--- config.mk ---
export PLATFORM = sky130hd
export DESIGN_NAME = sata_fifo_drain
export DESIGN_NICKNAME = d
export VERILOG_FILES = /design/src/rtl/sata_fifo_drain_pkg.sv /design/src/rtl/sata_fifo_drain.sv
export SDC_FILE = /design/constraint.sdc
export NUM_CORES = 1
export LEC_CHECK = 0
export ABC_CLOCK_PERIOD_IN_PS = 2400
export BUFFER_PORTS_ARGS = -buffer_cell sky130_fd_sc_hd__buf_2
export CORE_MARGIN = 4
export CORE_UTILIZATION = 50
export CTS_CLUSTER_SIZE = 16
export DETAILED_ROUTE_END_ITERATION = 12
export PLACE_DENSITY_LB_ADDON = 0.1
export RECOVER_POWER = 50
export SKIP_LAST_GASP = 1
export SLEW_MARGIN = 5
export SYNTH_ARGS = -nofsm -noshare
export SYNTH_HDL_FRONTEND = slang
export SYNTH_SLANG_ARGS = --single-unit
--- constraint.sdc ---
create_clock -name i_clk -period 2.4 [get_ports i_clk]
set_clock_uncertainty 0.15 [all_clocks]
set_input_delay 0.48 -clock i_clk [delete_from_list [all_inputs] [get_ports i_clk]]
set_output_delay 0.48 -clock i_clk [all_outputs]
set_load 0.05 [all_outputs]
--- src/rtl/sata_fifo_drain_pkg.sv ---
// sata_fifo_drain_pkg: shared SATA state encodings and default frame-length width
package sata_fifo_drain_pkg;
    localparam logic [1:0] IDLE  = 2'd0;
    localparam logic [1:0] RUN   = 2'd1;
    localparam logic [1:0] DRAIN = 2'd2;
    localparam int LGLEN = 12;
endpackage

--- src/rtl/sata_fifo_drain.sv ---
// sata_fifo_drain: pops a commanded number of FIFO words into a registered valid/ready stream
module sata_fifo_drain #(
    parameter int BW    = 32,
    parameter int LGLEN = sata_fifo_drain_pkg::LGLEN
) (
    input  logic             i_clk,
    input  logic             i_reset,
    input  logic             i_start,
    input  logic [LGLEN:0]   i_len,
    input  logic             i_abort,
    output logic             o_busy,
    output logic             o_fifo_rd,
    input  logic [BW-1:0]    i_fifo_data,
    input  logic             i_fifo_empty,
    output logic             o_valid,
    input  logic             i_ready,
    output logic [BW-1:0]    o_data,
    output logic             o_last,
    output logic             o_done,
    output logic             o_err,
    output logic [LGLEN:0]   o_sent
);
    import sata_fifo_drain_pkg::*;

    localparam logic [LGLEN:0] ONE = (LGLEN+1)'(1);

    logic [1:0]     state_q, state_d;
    logic [LGLEN:0] rem_q, rem_d, sent_q, sent_d;
    logic [BW-1:0]  data_q, data_d;
    logic           valid_q, valid_d, last_q, last_d, done_q, done_d, err_q, err_d;
    logic           start, abort, accept, pop, fin;

    assign start  = state_q == IDLE && i_start && i_len != '0;
    assign abort  = state_q != IDLE && i_abort;
    assign accept = valid_q && i_ready;
    assign pop    = state_q == RUN && rem_q != '0 && !i_fifo_empty && (!valid_q || i_ready) && !i_abort;
    // abort takes priority over a simultaneous final acceptance
    assign fin    = state_q == DRAIN && accept && last_q && !i_abort;

    always_comb begin
        state_d = abort ? IDLE : start ? RUN : (pop && rem_q == ONE) ? DRAIN : fin ? IDLE : state_q;
        rem_d   = start ? i_len : abort ? '0 : pop ? rem_q - ONE : rem_q;
        sent_d  = start ? '0 : (accept && !abort) ? sent_q + ONE : sent_q;
        valid_d = abort ? 1'b0 : pop ? 1'b1 : accept ? 1'b0 : valid_q;
        last_d  = abort ? 1'b0 : pop ? rem_q == ONE : accept ? 1'b0 : last_q;
        data_d  = pop ? i_fifo_data : data_q;
        done_d  = abort || fin;
        err_d   = abort;
    end

    always_ff @(posedge i_clk or posedge i_reset) begin
        if (i_reset) begin
            state_q <= IDLE;
            rem_q   <= '0;
            sent_q  <= '0;
            data_q  <= '0;
            valid_q <= 1'b0;
            last_q  <= 1'b0;
            done_q  <= 1'b0;
            err_q   <= 1'b0;
        end else begin
            state_q <= state_d;
            rem_q   <= rem_d;
            sent_q  <= sent_d;
            data_q  <= data_d;
            valid_q <= valid_d;
            last_q  <= last_d;
            done_q  <= done_d;
            err_q   <= err_d;
        end
    end

    assign o_busy    = state_q != IDLE;
    assign o_fifo_rd = pop;
    assign o_valid   = valid_q;
    assign o_data    = data_q;
    assign o_last    = last_q;
    assign o_done    = done_q;
    assign o_err     = err_q;
    assign o_sent    = sent_q;
endmodule
==> flow_metrics.env <==
export IMPL_status="finished clean"
export IMPL_io_pins=102
export IMPL_grt_ovfl_total=0
export IMPL_max_vdd_ir_drop_mv=0.7206
export IMPL_setup_viol=0
export IMPL_async_flop_share=1.000
export IMPL_cts_tree="yes"
export IMPL_dpl_cell_area_um2=3588
export IMPL_finalInstanceArea_um2=3805
export IMPL_cp_max_fo=4
export IMPL_synthFlopType="dfrtp_1"
export IMPL_min_period_over_period=0.9614
export IMPL_final_cell_mix="nand2_1, buf_2, dfrtp_1"
export IMPL_grt_pass1_wl_mm=12.28
export IMPL_clk_latency_ns=0.33
export IMPL_dpl_hpwl_mm=5.284
export IMPL_synth_cell_types=43
export IMPL_relSlewSlack=0.2943
export IMPL_nets=498
export IMPL_cp_required_ns=1.77
export IMPL_drc=0
export IMPL_avgSynthCellArea_um2=9.080
export IMPL_dieArea_um2=7155
export IMPL_crit_type="reg -> out"
export IMPL_hold_class="in -> reg"
export IMPL_syn_nets=378
export IMPL_grt_max_degree=35
export IMPL_synth_area_leaders="dfrtp_1, nand2_1, xor2_1, nor2_1, xnor2_1"
export IMPL_synth_seq_cells=64
export IMPL_synth_seq_area_share=0.5461
export IMPL_placementRows=27
export IMPL_die_x_um=84.59
export IMPL_synth_enable_flop_cells=0
export IMPL_power_density_nw_per_um2=994.4
export IMPL_wl_mm=7.152
export IMPL_routabilityCongestion=0.8577
export IMPL_dr_pass1_iters=4
export IMPL_tns_ns=0
export IMPL_ys_warn_count=0
export IMPL_grt_pass1_vias=2674
export IMPL_hold_violations=0
export IMPL_wl_per_cell_um=13.78
export IMPL_clk_pin_slew_ns=0.07
export IMPL_num_antenna_cells=0
export IMPL_grt_antenna_before_repair=0
export IMPL_synth_top_area_cell="dfrtp_1"
export IMPL_htreeDepth=3
export IMPL_drive_above_1_share=0.2685
export IMPL_fin_crit_ns=2.307
export IMPL_numCtsBuffers=9
export IMPL_ant_nets=0
export IMPL_drtIter0Drc=127
export IMPL_worstPathCellList="nor4_2, buf_4, nand4_1, nand2_1, inv_2, buf_8"
export IMPL_cp_start_kind="flip-flop"
export IMPL_cp_arrival_ns=1.68
export IMPL_slew_viol_final=0
export IMPL_crit_family="simple AND/OR/NAND/NOR gates"
export IMPL_cp_end_kind="output port"
export IMPL_port_buffers=101
export IMPL_netlist_area_um2=2933
export IMPL_clockBufferDepth=2
export IMPL_die_y_um=84.59
export IMPL_via_per_inst=5.135
export IMPL_cap_violations=0
export IMPL_worstMarginPinSlew_ns=1.057
export IMPL_final_common_cell="nand2_1"
export IMPL_clock_sinks=64
export IMPL_rsz0062_at_grt="true"
export IMPL_leakagePower_nw=1.951
export IMPL_core_area_um2=5608
export IMPL_area_growth_pct=29.74
export IMPL_max_freq_ghz=0.4334
export IMPL_cts_root_buf="clkbuf_8"
export IMPL_slowest_stage="dfrtp_1"
export IMPL_postSynthCellCount=323
export IMPL_cpPeakStageDelay_ns=0.43
export IMPL_grtUsageTotal=0.2101
export IMPL_crit_buf_inv=3
export IMPL_cts_hold_buf=0
export IMPL_vias=2665
export IMPL_synth_top_area_share=0.5461
export IMPL_initial_core_util=0.5230
## sequential cells by signal, indices dropped and copies added (netlist names)
| name | flops |
|---|---|
| rem_q | 13 |
| o_err | 1 |
| o_data | 32 |
| o_sent | 13 |
| o_valid | 1 |
| o_done | 1 |
| state_q | 2 |
| o_last | 1 |
## kinds of logic (layout without fill, tap and decap cells)
kind of cell	count (synthesis)	after routing	share of synthesized area
compound gates	30	30	0.06144
fa+ha+maj	4	4	0.01707
simple gates	187	187	0.2922
buf+inv	18	142	0.02347
flops	64	64	0.5461
xor+xnor	20	20	0.05973
## final cells by class
class / instances / area, um^2
Clock buffer: 11 / 141.4
Clock inverter: 4 / 53.80
Fill cell: 502 / 1803
Inverter: 8 / 30.03
Multi-Input combinational cell: 241 / 1281
Sequential cell: 64 / 1603
Tap cell: 72 / 90.09
Timing Repair Buffer: 119 / 605.6
## power by group
part	switching, mW	internal [mW]	total [mW]
Clock	0.404	0.506	0.911
Sequential	0.169	1.31	1.47
Combinational	1.05	0.351	1.40
Total	1.62	2.16	3.78
## path summary, 6_finish.rpt
path                                      from        end  slack (ns)  cells past startpoint
min in group asynchronous              i_reset  o_data[4]        0.25                      2
worst min-delay path            i_fifo_data[9]  o_data[9]        0.19                      3
max in group asynchronous              i_reset    o_valid        0.70                      3
worst min register to register       o_data[8]  o_data[8]        0.32                      2
worst max register to register        rem_q[4]   rem_q[9]        0.11                      5
worst max-delay path                  rem_q[9]  o_fifo_rd        0.09                      6
## per-layer routing
layer,wire [um],up-vias,GRT usage
met5,0,-,0
li1,-,1316,-
met3,542,10,0.05790
met4,85,0,0.06619
met2,3397,90,0.3374
met1,3126,1249,0.2774
## through the flow
stage | util | cells | setup WS, ns | power [mW] | hold WS [ns]
floorplan | - | 323 | 0.03004 | 2.487 | 0.3896
global placement | 0.6399 | 499 | 0.1540 | 2.850 | 0.3013
detailed placement | 0.6399 | 499 | 0.1089 | 2.877 | 0.3068
CTS | 0.6765 | 514 | 0.003824 | 3.801 | 0.07499
global route | 0.6785 | 519 | 0.005811 | 4.002 | 0.1791
finish | 0.6785 | 519 | 0.09253 | 3.784 | 0.1870
## Yosys cell counts (2+ instances only)
master and count:
xor2_1 12, inv_2 2, dfrtp_1 64, nor2_1 20, clkbuf_1 7, and3_1 3, nor4_1 8, or3_1 2
buf_1 2, nor3_1 5, inv_1 6, nand2_1 117, and4_1 3, nand3_1 5, o21ai_0 13, o21a_1 2
ha_1 4, o21ai_1 2, nand4_1 10, a21oi_1 6, xnor2_1 8
## repair_timing
item | in CTS | in global routing
pin swaps | 0 | 2
setup endpoints to repair | 1 | 1
gates resized for setup | 3 | 4
setup buffers | 0 | 5
## tightest hold or removal path, delay by kind of cell
kind	cells	cell delay, ns
buf+inv	1	0.07
simple gates	2	0.08
(Power assumes the default switching activity.)
